$ cat src/rtl/shift_reg_param_if.sv
// Signal bundle for shift_reg_param: operation controls, serial/parallel data and stage outputs.
// Defining SHIFT_REG_PARAM_ROTATE_EN adds the rot_i rotate request.
interface shift_reg_param_if #(
    parameter int WIDTH = 1,
    parameter int DEPTH = 4
);
    localparam int CNT_W = $clog2(DEPTH + 1);

    logic                   en_i;
    logic [1:0]             mode_i;
    logic [WIDTH-1:0]       d_i;
    logic [WIDTH-1:0]       dl_i;
    logic [WIDTH*DEPTH-1:0] pd_i;
`ifdef SHIFT_REG_PARAM_ROTATE_EN
    logic                   rot_i;
`endif
    logic [WIDTH-1:0]       q_o;
    logic [WIDTH-1:0]       ql_o;
    logic [WIDTH*DEPTH-1:0] pq_o;
    logic                   tick_o;
    logic [CNT_W-1:0]       cnt_o;
    logic                   full_o;

`ifdef SHIFT_REG_PARAM_ROTATE_EN
    modport master (
        output en_i, mode_i, d_i, dl_i, pd_i, rot_i,
        input  q_o, ql_o, pq_o, tick_o, cnt_o, full_o
    );
    modport slave (
        input  en_i, mode_i, d_i, dl_i, pd_i, rot_i,
        output q_o, ql_o, pq_o, tick_o, cnt_o, full_o
    );
`else
    modport master (
        output en_i, mode_i, d_i, dl_i, pd_i,
        input  q_o, ql_o, pq_o, tick_o, cnt_o, full_o
    );
    modport slave (
        input  en_i, mode_i, d_i, dl_i, pd_i,
        output q_o, ql_o, pq_o, tick_o, cnt_o, full_o
    );
`endif
endinterface

$ cat src/rtl/shift_reg_param.sv
// Bidirectional shift register with parallel load, enable-gated tick divider and fill counter.
// Optional rotate mode (input rot_i) is compiled in with SHIFT_REG_PARAM_ROTATE_EN.
module shift_reg_param #(
    parameter int WIDTH = 1,
    parameter int DEPTH = 4,
    parameter int DIV   = 1
) (
    input  logic             clk_i,
    input  logic             rst_i,
    shift_reg_param_if.slave bus
);
    localparam int CNT_W = $clog2(DEPTH + 1);
    localparam int DIV_W = (DIV > 1) ? $clog2(DIV) : 1;
    localparam logic [DIV_W-1:0] DIV_LAST = DIV_W'(DIV - 1);
    localparam logic [CNT_W-1:0] CNT_FULL = CNT_W'(DEPTH);
    localparam logic [CNT_W-1:0] CNT_NEAR = CNT_W'(DEPTH - 1);

    typedef enum logic [1:0] {
        MODE_HOLD = 2'b00,
        MODE_FWD  = 2'b01,
        MODE_BWD  = 2'b10,
        MODE_LOAD = 2'b11
    } mode_e;

    logic [DEPTH-1:0][WIDTH-1:0] stage_q;
    logic [DIV_W-1:0]            div_q;
    logic [CNT_W-1:0]            cnt_q;
    logic                        full_q;
    logic                        tick;
    logic                        rot;
    logic                        shift_op;
    logic [WIDTH-1:0]            fwd_in;
    logic [WIDTH-1:0]            bwd_in;
    mode_e                       mode;

    assign mode = mode_e'(bus.mode_i);

`ifdef SHIFT_REG_PARAM_ROTATE_EN
    assign rot = bus.rot_i;
`else
    assign rot = 1'b0;
`endif

    // Reset gates the tick so nothing executes while the register is held clear.
    assign tick     = rst_i & bus.en_i & (div_q == DIV_LAST);
    assign shift_op = (mode == MODE_FWD) || (mode == MODE_BWD);
    assign fwd_in   = rot ? stage_q[DEPTH-1] : bus.d_i;
    assign bwd_in   = rot ? stage_q[0]       : bus.dl_i;

    always_ff @(posedge clk_i or negedge rst_i) begin
        if (!rst_i) begin
            div_q <= '0;
        end else if (bus.en_i) begin
            div_q <= (div_q == DIV_LAST) ? '0 : div_q + DIV_W'(1);
        end
    end

    always_ff @(posedge clk_i or negedge rst_i) begin
        if (!rst_i) begin
            stage_q <= '0;
            cnt_q   <= '0;
            full_q  <= 1'b0;
        end else if (tick) begin
            case (mode)
                MODE_FWD:  stage_q <= {stage_q[DEPTH-2:0], fwd_in};
                MODE_BWD:  stage_q <= {bwd_in, stage_q[DEPTH-1:1]};
                MODE_LOAD: stage_q <= bus.pd_i;
                default:   stage_q <= stage_q;
            endcase
            // full_q is kept as its own flop so full_o stays a registered output.
            if (mode == MODE_LOAD) begin
                cnt_q  <= CNT_FULL;
                full_q <= 1'b1;
            end else if (shift_op && !rot && !full_q) begin
                cnt_q  <= cnt_q + CNT_W'(1);
                full_q <= (cnt_q == CNT_NEAR);
            end
        end
    end

    assign bus.q_o    = stage_q[DEPTH-1];
    assign bus.ql_o   = stage_q[0];
    assign bus.pq_o   = stage_q;
    assign bus.tick_o = tick;
    assign bus.cnt_o  = cnt_q;
    assign bus.full_o = full_q;
endmodule

$ cat src/flat_wrapper.sv
// flat-port wrapper written by rule: the top's interface ports become plain ports
module shift_reg_param_flat 
#(
    parameter int WIDTH = 1,
    parameter int DEPTH = 4,
    parameter int DIV   = 1
)
  (clk_i, rst_i, bus_en_i, bus_mode_i, bus_d_i, bus_dl_i, bus_pd_i, bus_q_o, bus_ql_o, bus_pq_o, bus_tick_o, bus_cnt_o, bus_full_o);
  shift_reg_param_if #(.WIDTH(WIDTH), .DEPTH(DEPTH)) bus_i ();
  input  logic clk_i;
  input  logic rst_i;
  input wire logic [$bits(bus_i.en_i)-1:0] bus_en_i;
  input wire logic [$bits(bus_i.mode_i)-1:0] bus_mode_i;
  input wire logic [$bits(bus_i.d_i)-1:0] bus_d_i;
  input wire logic [$bits(bus_i.dl_i)-1:0] bus_dl_i;
  input wire logic [$bits(bus_i.pd_i)-1:0] bus_pd_i;
  output wire logic [$bits(bus_i.q_o)-1:0] bus_q_o;
  output wire logic [$bits(bus_i.ql_o)-1:0] bus_ql_o;
  output wire logic [$bits(bus_i.pq_o)-1:0] bus_pq_o;
  output wire logic [$bits(bus_i.tick_o)-1:0] bus_tick_o;
  output wire logic [$bits(bus_i.cnt_o)-1:0] bus_cnt_o;
  output wire logic [$bits(bus_i.full_o)-1:0] bus_full_o;
  assign bus_i.en_i = bus_en_i;
  assign bus_i.mode_i = bus_mode_i;
  assign bus_i.d_i = bus_d_i;
  assign bus_i.dl_i = bus_dl_i;
  assign bus_i.pd_i = bus_pd_i;
  assign bus_q_o = bus_i.q_o;
  assign bus_ql_o = bus_i.ql_o;
  assign bus_pq_o = bus_i.pq_o;
  assign bus_tick_o = bus_i.tick_o;
  assign bus_cnt_o = bus_i.cnt_o;
  assign bus_full_o = bus_i.full_o;
  shift_reg_param #(.WIDTH(WIDTH), .DEPTH(DEPTH), .DIV(DIV)) u_core (.clk_i(clk_i), .rst_i(rst_i), .bus(bus_i));
endmodule
$ cat config.mk
export PLATFORM = sky130hd
export DESIGN_NAME = shift_reg_param_flat
export DESIGN_NICKNAME = d
export VERILOG_FILES = /design/src/rtl/shift_reg_param_if.sv /design/src/rtl/shift_reg_param.sv /design/src/flat_wrapper.sv
export SDC_FILE = /design/constraint.sdc
export NUM_CORES = 1
export LEC_CHECK = 0
export BUFFER_PORTS_ARGS = -buffer_cell sky130_fd_sc_hd__buf_2
export CAP_MARGIN = 15
export CORE_MARGIN = 4
export CORE_UTILIZATION = 25
export CTS_CLUSTER_SIZE = 30
export DETAILED_ROUTE_END_ITERATION = 8
export GPL_ROUTABILITY_DRIVEN = 0
export HOLD_SLACK_MARGIN = 0.08
export SYNTH_ARGS = -nofsm -noshare
export SYNTH_HDL_FRONTEND = slang
export SYNTH_SLANG_ARGS = --single-unit
$ cat constraint.sdc
create_clock -name clk_i -period 2.4 [get_ports clk_i]
set_input_delay 0 -clock clk_i [delete_from_list [all_inputs] [get_ports clk_i]]
set_output_delay 0 -clock clk_i [all_outputs]
set_load 0.1 [all_outputs]
* Word-level counts from Yosys, hierarchy flattened
Index checks and enable logic that the tools add are counted.
** Storage, ports and cells
- Input bits :: 11
- Register bits after elaboration :: 9
** Operators by class
- $add $sub $neg :: 2
- Multiplexer cells :: 6
- Bitwise gates (word level) :: 3
- Reductions and logical operators :: 7
- Equality and inequality tests :: 4
** Operators with widths (count)
- $pmux W4 S3 :: 1
- $mux W3 :: 2
- $eq A2 B2 Y1 const B :: 2
- $reduce_and A2 Y1 :: 2
- $add A3 B1 Y3 const B :: 1
- $eq A3 B2 Y1 const B :: 1
- $mux W1 :: 3
- $reduce_bool A3 Y1 :: 1
- $and A1 B1 Y1 :: 2
- $eq A2 B1 Y1 const B :: 1
- $reduce_bool A2 Y1 :: 1
- $add A1 B1 Y1 const B :: 1
- $logic_and A1 B1 Y1 :: 1
- $logic_not A1 Y1 :: 1
- $logic_or A1 B1 Y1 :: 1
- $not A1 Y1 :: 1

* Depth between registers and ports, before layout
- Word-level depth :: 5
- Depth in mapped cells :: 6

* Worst setup path after synthesis
Ideal clock, no wire load.
- Path type :: register -> register
- Start :: register u_core.cnt_q[0], in the netlist u_core.bus.cnt_o[0]
- End :: register u_core.cnt_q[1], in the netlist u_core.bus.cnt_o[1]
- Slack :: 0.615 ns
- Stages on the path, launching flop included :: 4
- Arrival :: 1.658 ns
- Setup time :: 0.126 ns
- Path through :: dfrtp_1 > ha_1 > nor2b_1 > mux2_4
** On the way
- Longest elaborated chain between the ends :: 3
** RTL lines
- start: declaration :: line shift_reg_param.sv:27 : logic [CNT_W-1:0] cnt_q;
- start signal: assignment :: line shift_reg_param.sv:75 : cnt_q <= cnt_q + CNT_W'(1);
- $add A3 B1 Y3 :: line shift_reg_param.sv:75
- $mux W3 :: line shift_reg_param.sv:74 : end else if (shift_op && !rot && !full_q) begin
- $mux W3 :: line shift_reg_param.sv:71 : if (mode == MODE_LOAD) begin
No other way between the ends. The select of a mux whose other input is x is not followed.
A chain may end at the register's enable or synchronous reset.

* Worst setup path in the final report
- Start :: register u_core.stage_q, in the netlist u_core.bus.pq_o[2]
- End :: register u_core.stage_q, in the netlist u_core.bus.q_o
** On the way
- Longest elaborated chain between the ends :: 1
** RTL lines
- start: declaration :: line shift_reg_param.sv:25 : logic [DEPTH-1:0][WIDTH-1:0] stage_q;
- start signal: assignment :: line shift_reg_param.sv:65 : MODE_FWD: stage_q <= {stage_q[DEPTH-2:0], fwd_in};
- start signal: assignment :: line shift_reg_param.sv:66 : MODE_BWD: stage_q <= {bwd_in, stage_q[DEPTH-1:1]};
- start signal: assignment :: line shift_reg_param.sv:67 : MODE_LOAD: stage_q <= bus.pd_i;
- $pmux W4 S3 :: line shift_reg_param.sv:64 : case (mode)
No other way between the ends.

==> impl_metrics.json <==
{
  "worst_setup_path_start_kind": "flip-flop",
  "place_area_um2": 676,
  "pwr_density_cell_mw_per_mm2": 1190,
  "syn_area_per_cell_um2": 11.1,
  "post-synth-top-area-cell": "sky130_fd_sc_hd__dfrtp_1",
  "drv.max_cap_violation_count": 0,
  "post-route-drc-count": 0,
  "antenna_found_initial": 0,
  "worst_r2r_startpoint": "u_core.bus.pq_o[2]",
  "sequential_cell_area_um2": 200,
  "critical_path.reg2reg.endpoint": "u_core.bus.q_o",
  "setup-tns-final_ns": 0,
  "timing.setup.critical_path_class": "reg -> reg",
  "route.vias.total": 470,
  "grt_util_all_layers": 0.0940,
  "hold_path_class": "in -> async",
  "worst-endpoint-required_ns": 2.53,
  "hold_viol": 0,
  "critPathCaptureType": "flip-flop",
  "initialDrtViolationCount": 8,
  "ios": 22,
  "dr.pass1.iters": 2,
  "finish.cell_count_without_fillers": 104,
  "synth-seq-cells": 8,
  "area_growth_syn_to_layout_pct": 33.5,
  "yosys_warnings": 0,
  "die-width_um": 55.7,
  "netlist_top_cells_area": "sky130_fd_sc_hd__dfrtp_1 35%, sky130_fd_sc_hd__ha_1 13%, sky130_fd_sc_hd__a221oi_2 11%",
  "cts-root-to-sink-buffers": 2,
  "overflow": 0,
  "placement_rows": 16,
  "insertedDiodeCount": 0,
  "dieArea_mm2": 0.00310,
  "drive_above_1_share": 0.416,
  "final_non_filler_cell_area_um2": 758,
  "numPlacedInstances": 95,
  "synth_fp_nets": 68,
  "vias_in_the_first_global_route": 506,
  "clock-root-buffer": "sky130_fd_sc_hd__clkbuf_4",
  "cts_num_sinks": 8,
  "period_needed_ns": 1.51,
  "min_period_over_period": 0.628,
  "max_clock_freq_ghz": 0.663,
  "grt_start_max_net_pins": 11,
  "final_nets": 96,
  "static-leakage-power_nw": 0.367,
  "cts_htree_levels": 1,
  "nFillCells": 221,
  "reg2reg_depth": 4,
  "tightestPinTransition_ns": 0.488,
  "final_util": 0.368,
  "mostFrequentLayoutCell": "sky130_fd_sc_hd__buf_2",
  "count_of_mapped_cells_out_of_synthesis": 51,
  "crit_path_max_fanout": 4,
  "yosysSeqAreaShare": 0.352,
  "final_max_slew_viol_count": 0,
  "placeableCoreArea_mm2": 0.00206,
  "tritoncts": "built",
  "clock_insertion_delay_worst_skew_ns": 0.25,
  "run_status": "finished clean",
  "peakVddDrop_uv": 816,
  "number_of_i_o_port_buffers": 21,
  "grt_setup_unrepaired": "no",
  "die_boundary_height_um": 55.7,
  "cts.reportedPaths.clkPinSlew_ns": 0.06,
  "post-place-ws_ns": 1.13,
  "yosys.area.top_type_share": 0.352,
  "cts_setup_buffers": 0,
  "route.detailed.vias_per_inst": 4.52,
  "synthDistinctLibCells": 16,
  "grt_pass1_wl_um": 2360,
  "ant_nets_after_route": 0,
  "r2r_slack_ns": 0.89,
  "drt-total-wl_um": 1300,
  "dp.final_hpwl_um": 1000,
  "most_used_cells_in_the_layout_excluding_fill_and_tap_cells": "21 x sky130_fd_sc_hd__buf_2, 8 x sky130_fd_sc_hd__dfrtp_1, 6 x sky130_fd_sc_hd__nor2_1, 6 x sky130_fd_sc_hd__ha_1, 6 x sky130_fd_sc_hd__dlygate4sd3_1",
  "syn-cell-area_um2": 568,
  "skew_ns": 0.000152,
  "finalWorstSetupSlack_ns": 0.892,
  "setup_viol": 0,
  "multiInputGateArea_um2": 322,
  "floorplan.initialDensity": 0.275,
  "slew_headroom": 0.677,
  "tritoncts.num_buffers": 3,
  "critPathArrivalTime_ns": 1.63,
  "detail_route.wl_per_cell_um": 12.5
}
## through the flow
step                      power (mW)  hold WS [ns]
after floorplan                0.712        -0.296
after global placement         0.788        -0.130
after detailed placement       0.796        -0.134
after CTS                      0.913        0.0806
after global routing           0.956         0.147
final                          0.905         0.141
## area by class of cell
class                      count  area share
clock buffer                   3      0.0297
inverter                       4      0.0198
multi-input combinational     35       0.424
sequential                     8       0.264
tap                           27      0.0446
timing repair buffer          27       0.218
## power breakdown
group	total, mW	internal, mW	switching [mW]
Sequential	0.216	0.177	0.0395
Combinational	0.585	0.129	0.455
Clock	0.104	0.0573	0.0468
## synth_stat cells
master	n
sky130_fd_sc_hd__mux2i_1	2
sky130_fd_sc_hd__o21a_4	2
sky130_fd_sc_hd__nor2b_1	3
sky130_fd_sc_hd__buf_4	2
sky130_fd_sc_hd__a221oi_2	4
sky130_fd_sc_hd__nor2_1	6
sky130_fd_sc_hd__buf_6	1
sky130_fd_sc_hd__inv_1	4
sky130_fd_sc_hd__dfrtp_1	8
sky130_fd_sc_hd__and2_1	1
sky130_fd_sc_hd__ha_1	6
sky130_fd_sc_hd__nor3b_1	4
sky130_fd_sc_hd__mux2_4	2
sky130_fd_sc_hd__and3b_1	1
sky130_fd_sc_hd__a21oi_1	4
sky130_fd_sc_hd__clkbuf_2	1
## worst max-delay path, stage by stage (launching register included)
cell and delay [ns]:
sky130_fd_sc_hd__dfrtp_1 0.41, sky130_fd_sc_hd__nor3b_1 0.16, sky130_fd_sc_hd__a221oi_2 0.17, sky130_fd_sc_hd__dlygate4sd3_1 0.57
sky130_fd_sc_hd__a21oi_1 0.06
## how the worst max path moves through the flow
| stage | cells after the start | start | slack (ns) | endpoint |
|---|---|---|---|---|
| 2_1_floorplan | 3 | u_core.bus.cnt_o[0] | 0.62 | u_core.bus.cnt_o[1] |
| 3_3_place_gp | 6 | bus_mode_i[0] | 1.18 | u_core.bus.q_o |
| 3_5_place_dp | 6 | bus_mode_i[0] | 1.13 | u_core.bus.q_o |
| 4_1_cts | 4 | u_core.bus.pq_o[2] | 0.88 | u_core.bus.q_o |
| 5_1_grt | 4 | u_core.bus.pq_o[2] | 0.78 | u_core.bus.q_o |
| 6_report | 4 | u_core.bus.pq_o[2] | 0.89 | u_core.bus.q_o |
## layer usage
metal | up-vias | GRT usage | share of wire
met4 | 0 | 0.0208 | 0.0085
li1 | 230 | - | -
met3 | 2 | 0.0510 | 0.10
met5 | - | 0 | 0
met1 | 219 | 0.118 | 0.45
met2 | 19 | 0.140 | 0.43
## registers in the layout (all words and copies together), names as in the netlist
register           count
u_core.bus.pq_o        2
u_core.bus.ql_o        1
u_core.bus.q_o         1
u_core.bus.full_o      1
u_core.bus.cnt_o       3
## what timing repair did
| action | 4_1_cts | 5_1_grt |
|---|---|---|
| gates resized for setup | 0 | 0 |
| endpoints found under the hold margin | 11 | 1 |
| hold buffers | 5 | 1 |
## cells by family after synthesis
| family | synth area share |
|---|---|
| multiplexers | 0.0881 |
| buffers and inverters | 0.0815 |
| AND/OR/NAND/NOR | 0.152 |
| AO/OA/AOI/OAI | 0.194 |
| adder cells (fa/ha/maj) | 0.132 |
| flip-flops | 0.352 |
Power figures use the tool's default switching activity.
